<file path="config.mk">
export PLATFORM = sky130hd
export DESIGN_NAME = t03_vga_timing
export DESIGN_NICKNAME = d
export VERILOG_FILES = /design/src/rtl/t03_vga_timing.sv
export SDC_FILE = /design/constraint.sdc
export NUM_CORES = 1
export LEC_CHECK = 0
export ABC_AREA = 0
export BUFFER_PORTS_ARGS = -buffer_cell sky130_fd_sc_hd__buf_2
export CAP_MARGIN = 0
export CORE_ASPECT_RATIO = 0.75
export CORE_MARGIN = 2
export CORE_UTILIZATION = 55
export CTS_CLUSTER_DIAMETER = 50
export DETAILED_ROUTE_END_ITERATION = 16
export GPL_TIMING_DRIVEN = 0
export PLACE_DENSITY = 0.84
export SLEW_MARGIN = 30
export SYNTH_ARGS = -nofsm -noshare
export SYNTH_HDL_FRONTEND = slang
export SYNTH_SLANG_ARGS = --single-unit
</file>
<file path="constraint.sdc">
create_clock -name clk -period 3.43 [get_ports clk]
set_input_delay 0.5145 -clock clk [delete_from_list [all_inputs] [get_ports clk]]
set_output_delay 0.5145 -clock clk [all_outputs]
set_load 0.005 [all_outputs]
</file>
<file path="src/rtl/t03_vga_timing.sv">
// ---------------------------------------------------------------------------
// t03_vga_timing
//   VGA raster timing generator. A clock divider produces a one-clk pixel
//   tick. The horizontal/vertical counters advance on that tick and are
//   exported undelayed to the sprite blocks. hsync, vsync and blank are
//   decoded from the counters and then delayed by PIPE_DELAY pixel ticks.
//   That delay lines them up with sprite colour that is registered
//   downstream.
//
// Ports
//   clk         in   system clock
//   rst         in   asynchronous active-high reset
//   en          in   run enable; while low, counters and divider are held
//   pix_en      out  one-clk pixel tick
//   Hcnt        out  horizontal pixel count, undelayed (11 bits)
//   Vcnt        out  vertical line count, undelayed (11 bits)
//   hsync       out  delayed horizontal sync, active level SYNC_POL
//   vsync       out  delayed vertical sync, active level SYNC_POL
//   blank       out  delayed blanking, 1 = outside the visible area
//   line_start  out  one-clk pulse on the tick that wraps Hcnt
//   frame_start out  one-clk pulse on the tick that wraps Hcnt and Vcnt
// ---------------------------------------------------------------------------
module t03_vga_timing #(
  parameter int unsigned H_ACTIVE   = 640,
  parameter int unsigned H_FRONT    = 16,
  parameter int unsigned H_SYNC     = 96,
  parameter int unsigned H_BACK     = 48,
  parameter int unsigned V_ACTIVE   = 480,
  parameter int unsigned V_FRONT    = 10,
  parameter int unsigned V_SYNC     = 2,
  parameter int unsigned V_BACK     = 33,
  parameter int unsigned CLK_DIV    = 4,
  parameter int unsigned PIPE_DELAY = 1,
  parameter bit          SYNC_POL   = 1'b0
) (
  input  logic        clk,
  input  logic        rst,
  input  logic        en,
  output logic        pix_en,
  output logic [10:0] Hcnt,
  output logic [10:0] Vcnt,
  output logic        hsync,
  output logic        vsync,
  output logic        blank,
  output logic        line_start,
  output logic        frame_start
);

  localparam int unsigned H_TOTAL = H_ACTIVE + H_FRONT + H_SYNC + H_BACK;
  localparam int unsigned V_TOTAL = V_ACTIVE + V_FRONT + V_SYNC + V_BACK;

  localparam logic [10:0] H_LAST   = 11'(H_TOTAL - 1);
  localparam logic [10:0] V_LAST   = 11'(V_TOTAL - 1);
  localparam logic [10:0] H_VIS    = 11'(H_ACTIVE);
  localparam logic [10:0] V_VIS    = 11'(V_ACTIVE);
  localparam logic [10:0] HS_START = 11'(H_ACTIVE + H_FRONT);
  localparam logic [10:0] HS_END   = 11'(H_ACTIVE + H_FRONT + H_SYNC);
  localparam logic [10:0] VS_START = 11'(V_ACTIVE + V_FRONT);
  localparam logic [10:0] VS_END   = 11'(V_ACTIVE + V_FRONT + V_SYNC);

  localparam int unsigned DW = (CLK_DIV > 1) ? $clog2(CLK_DIV) : 1;
  localparam logic [DW-1:0] DIV_LAST = DW'(CLK_DIV - 1);

  logic [DW-1:0] div;
  logic          h_last;
  logic          v_last;
  logic          hs_raw;
  logic          vs_raw;
  logic          bl_raw;
  logic          hs_act;
  logic          vs_act;
  logic          bl_act;

  // Pixel clock divider
  always_ff @(posedge clk or posedge rst) begin
    if (rst) begin
      div <= '0;
    end else if (en) begin
      if (div == DIV_LAST) begin
        div <= '0;
      end else begin
        div <= div + 1'b1;
      end
    end
  end

  // rst gating keeps the tick low during reset when CLK_DIV=1 (div==0 is
  // then also the terminal value).
  always_comb begin
    pix_en = en & ~rst & (div == DIV_LAST);
  end

  // Raster counters
  always_comb begin
    h_last = (Hcnt == H_LAST);
    v_last = (Vcnt == V_LAST);
  end

  always_ff @(posedge clk or posedge rst) begin
    if (rst) begin
      Hcnt <= '0;
      Vcnt <= '0;
    end else if (pix_en) begin
      if (h_last) begin
        Hcnt <= '0;
        if (v_last) begin
          Vcnt <= '0;
        end else begin
          Vcnt <= Vcnt + 11'd1;
        end
      end else begin
        Hcnt <= Hcnt + 11'd1;
      end
    end
  end

  always_comb begin
    line_start  = pix_en & h_last;
    frame_start = pix_en & h_last & v_last;
  end

  // Undelayed sync and blank decode, active-high internally
  always_comb begin
    hs_raw = (Hcnt >= HS_START) && (Hcnt < HS_END);
    vs_raw = (Vcnt >= VS_START) && (Vcnt < VS_END);
    bl_raw = (Hcnt >= H_VIS) || (Vcnt >= V_VIS);
  end

  // Sync and blank delay line, advancing on pixel ticks only
  generate
    if (PIPE_DELAY == 0) begin : g_nodelay
      always_comb begin
        hs_act = hs_raw & ~rst;
        vs_act = vs_raw & ~rst;
        bl_act = bl_raw | rst;
      end
    end else begin : g_delay
      logic [PIPE_DELAY-1:0] hs_pipe;
      logic [PIPE_DELAY-1:0] vs_pipe;
      logic [PIPE_DELAY-1:0] bl_pipe;

      always_ff @(posedge clk or posedge rst) begin
        if (rst) begin
          hs_pipe <= '0;
          vs_pipe <= '0;
          bl_pipe <= '1;
        end else if (pix_en) begin
          hs_pipe[0] <= hs_raw;
          vs_pipe[0] <= vs_raw;
          bl_pipe[0] <= bl_raw;
          for (int unsigned i = 1; i < PIPE_DELAY; i++) begin
            hs_pipe[i] <= hs_pipe[i-1];
            vs_pipe[i] <= vs_pipe[i-1];
            bl_pipe[i] <= bl_pipe[i-1];
          end
        end
      end

      always_comb begin
        hs_act = hs_pipe[PIPE_DELAY-1];
        vs_act = vs_pipe[PIPE_DELAY-1];
        bl_act = bl_pipe[PIPE_DELAY-1];
      end
    end
  endgenerate

  // Pin polarity
  always_comb begin
    hsync = hs_act ? SYNC_POL : ~SYNC_POL;
    vsync = vs_act ? SYNC_POL : ~SYNC_POL;
    blank = bl_act;
  end

endmodule

</file>
==> results by group <==
CTS
  – Worst skew pair latency: 0.32 ns
  – CTS tree: done
  – TritonCTS Buffers: 3
  – Root Driver: clkbuf_4
  – Hold_buf cts: 0
  – CTS resizes: 0
  – Clock slew at reported path FFs: 0.14 ns
  – Post-CTS Setup Repair Bufs: 0
  – Clk buf depth: 2
  – CTS H-tree lvls: 1
  – CTS sink count: 27

Final layout
  – Layout area overhead: 15.2%
  – Fraction of layout cells with a size suffix above 1: 25.5%
  – Final #Nets: 194
  – Ant. Diodes: 0
  – Design area: 0.00168 mm^2

Synth
  – Netlist cell types: 39
  – Count leader, synth: dfrtp_1
  – Warnings from Yosys: 0
  – Gate Count Post-Synth: 150
  – Top_reg_cell synth: dfrtp_1
  – Syn_area_per_cell: 9.72 um^2
  – Synth top area share: 44.6%
  – Seq cells post-synth: 27
  – Synth area leaders: dfrtp_1 45%, ha_1 5.2%, o21ai_0 3.8%, inv_1 3.6%, xor2_1 3.6%
  – Post-synth EDFFs: 0
  – Post-Syn Area: 0.00146 mm^2
  – Post-synthesis sequential area ratio: 46.4%
  – Post-synth ARST share: 100%
  – Syn_nets: 159
  – Top cells by count, synth: 26 x dfrtp_1, 14 x inv_1, 13 x nor2_1
  – Post-synth top area cell: dfrtp_1

Power
  – Power Dens Cells: 379 mW/mm^2
  – Cell leakage power: 0.861 nW
  – Peak VDD IR: 0.263 mV

Detailed routing
  – Post-DRT Antenna Nets: 0
  – Via density: 5.68
  – Via count: 1249
  – # DRC: 0
  – Post-DR wirelength/cell: 13.6 um
  – Initial DRC Count: 59
  – DRT Pass-1 Iters: 4
  – Final wirelength: 2.99 mm

Timing
  – Final Hold Fails: 0
  – Worst slew margin: 63.0%
  – Tcrit/Tclk final: 81.0%
  – Fmax: 360 MHz
  – Layout Skew: 0.00307 ns
  – Final setup viols: 0
  – Slew Limit Fails: 0
  – Slew at the pin closest to its max-slew limit: 0.554 ns
  – RSZ-0062 raised after global routing: false
  – Fin Setup TNS: 0 ns
  – Crit path time final: 2.78 ns

Place
  – Area after DPL: 0.00165 mm^2
  – RD Place Congestion: 0.837
  – HPWL Detailed: 2.24 mm
  – Port bufs: 30

Setup path
  – Crit-path max FO: 10
  – Crit end category: output port
  – CP Launch Type: flip-flop
  – Crit path kind: flip-flop to output port
  – Worst Path Arrival: 2.26 ns
  – Worst Path Required: 2.92 ns
  – Worst reg-to-reg setup slack: 1.25 ns
  – Worst r2r path cells: 7

Floorplanning
  – Initial core utilization: 56.9%
  – Die H: 48.6 um
  – Die area: 0.00308 mm^2
  – Rows: 16
  – CORE AREA: 0.00256 mm^2
  – Die X: 63.4 um
  – Boundary Pins: 31

Global route
  – Via count of the first global-routing pass: 1141
  – Initial antenna violation count: 0
  – Total global routing track utilization: 21.2%
  – Overflow after GRT: 0
  – First-pass GRT wire length: 5.24 mm
  – Largest net degree at the start of global routing: 28

Min path
  – Hold Path Class: primary input to asynchronous set/reset pin

Job
  – Max Cap Violations: 0

Status
  – Run status: finished, final reports clean
-- path summary, 6_finish.rpt --
kind	start	end
worst max-delay path	Hcnt[0]	line_start
worst min-delay path	rst	div[1]
worst max register to register	Hcnt[0]	Vcnt[2]
worst min register to register	g_delay.vs_pipe	g_delay.vs_pipe
max in group asynchronous	rst	blank
min in group clk	en	div[1]
-- final cells by class --
type / count / area (um^2)
plain buffers: 3 / 22.5
clock buffers: 4 / 26.3
fillers: 228 / 883
inverters: 14 / 52.6
multi-input cells: 106 / 706
flip-flops and latches: 27 / 677
well taps: 36 / 45.0
repair buffers: 30 / 150
-- through the flow --
stage / worst slack [ns] / power, mW / util, % / std cells / hold slack, ns
finish: 0.652 / 0.637 / 65.5 / 220 / 0.220
global route: 0.503 / 0.684 / 65.5 / 220 / 0.242
CTS: 0.672 / 0.645 / 65.5 / 220 / 0.241
detailed placement: 1.05 / 0.511 / 64.5 / 216 / 0.465
global placement: 1.08 / 0.499 / 64.5 / 216 / 0.464
floorplan: 1.36 / 0.463 / - / 150 / 0.443
-- placed cells by master (no fill, tap or decap), types with 2 or more instances in the layout --
cell	n
o21ai_0	11
nor4bb_1	2
ha_1	6
clkbuf_4	3
nand2_1	11
buf_2	30
nor2_1	13
clkbuf_1	2
xor2_1	6
and3_1	2
nor4_1	2
or3_1	5
a21o_1	2
inv_1	13
mux2_2	4
xnor2_1	4
dfrtp_1	26
nand4_1	6
nand3_1	7
a21oi_1	3
nor3_1	5
-- per-layer routing --
| layer | up-vias | wire length (um) | share of wire [%] | GRT usage, % |
|---|---|---|---|---|
| met5 | - | 0 | 0 | 0 |
| met4 | 0 | 0 | 0 | 3.62 |
| met3 | 0 | 226 | 7.6 | 5.12 |
| met2 | 44 | 1410 | 47 | 34.0 |
| met1 | 610 | 1350 | 45 | 30.0 |
| li1 | 595 | - | - | - |
-- worst max-delay path, stage by stage (launching register included) --
cell and delay, ns:
dfrtp_1 0.48, ha_1 0.21, nand3_1 0.18, or4_4 0.59
inv_1 0.15, buf_4 0.21, buf_2 0.13
-- power breakdown --
group	internal [mW]	leakage, nW	switching (mW)	total, mW
combinational	0.0553	0.496	0.0561	0.111
clock	0.0456	0.0150	0.0904	0.136
sequential	0.353	0.350	0.0366	0.390
total	0.454	0.861	0.183	0.637
-- registers in the layout, indices dropped and copies added (netlist names) --
name and count:
g_delay.vs_pipe 1, div 2, g_delay.hs_pipe 1, blank 1, Vcnt 11, Hcnt 11
-- cell families (layout without fill, tap and decap cells) --
kind of cell             Yosys count  in the layout  synth area share (%)
AND/OR/NAND/NOR                   63             63                  24.3
flip-flops                        27             27                  46.4
AO/OA/AOI/OAI                     23             23                  9.87
buffers and inverters             17             51                  5.15
XOR/XNOR                          10             10                  6.01
adder cells (fa/ha/maj)            6              6                  5.15
multiplexers                       4              4                  3.09
No activity file was read; power rests on OpenSTA's default activity.
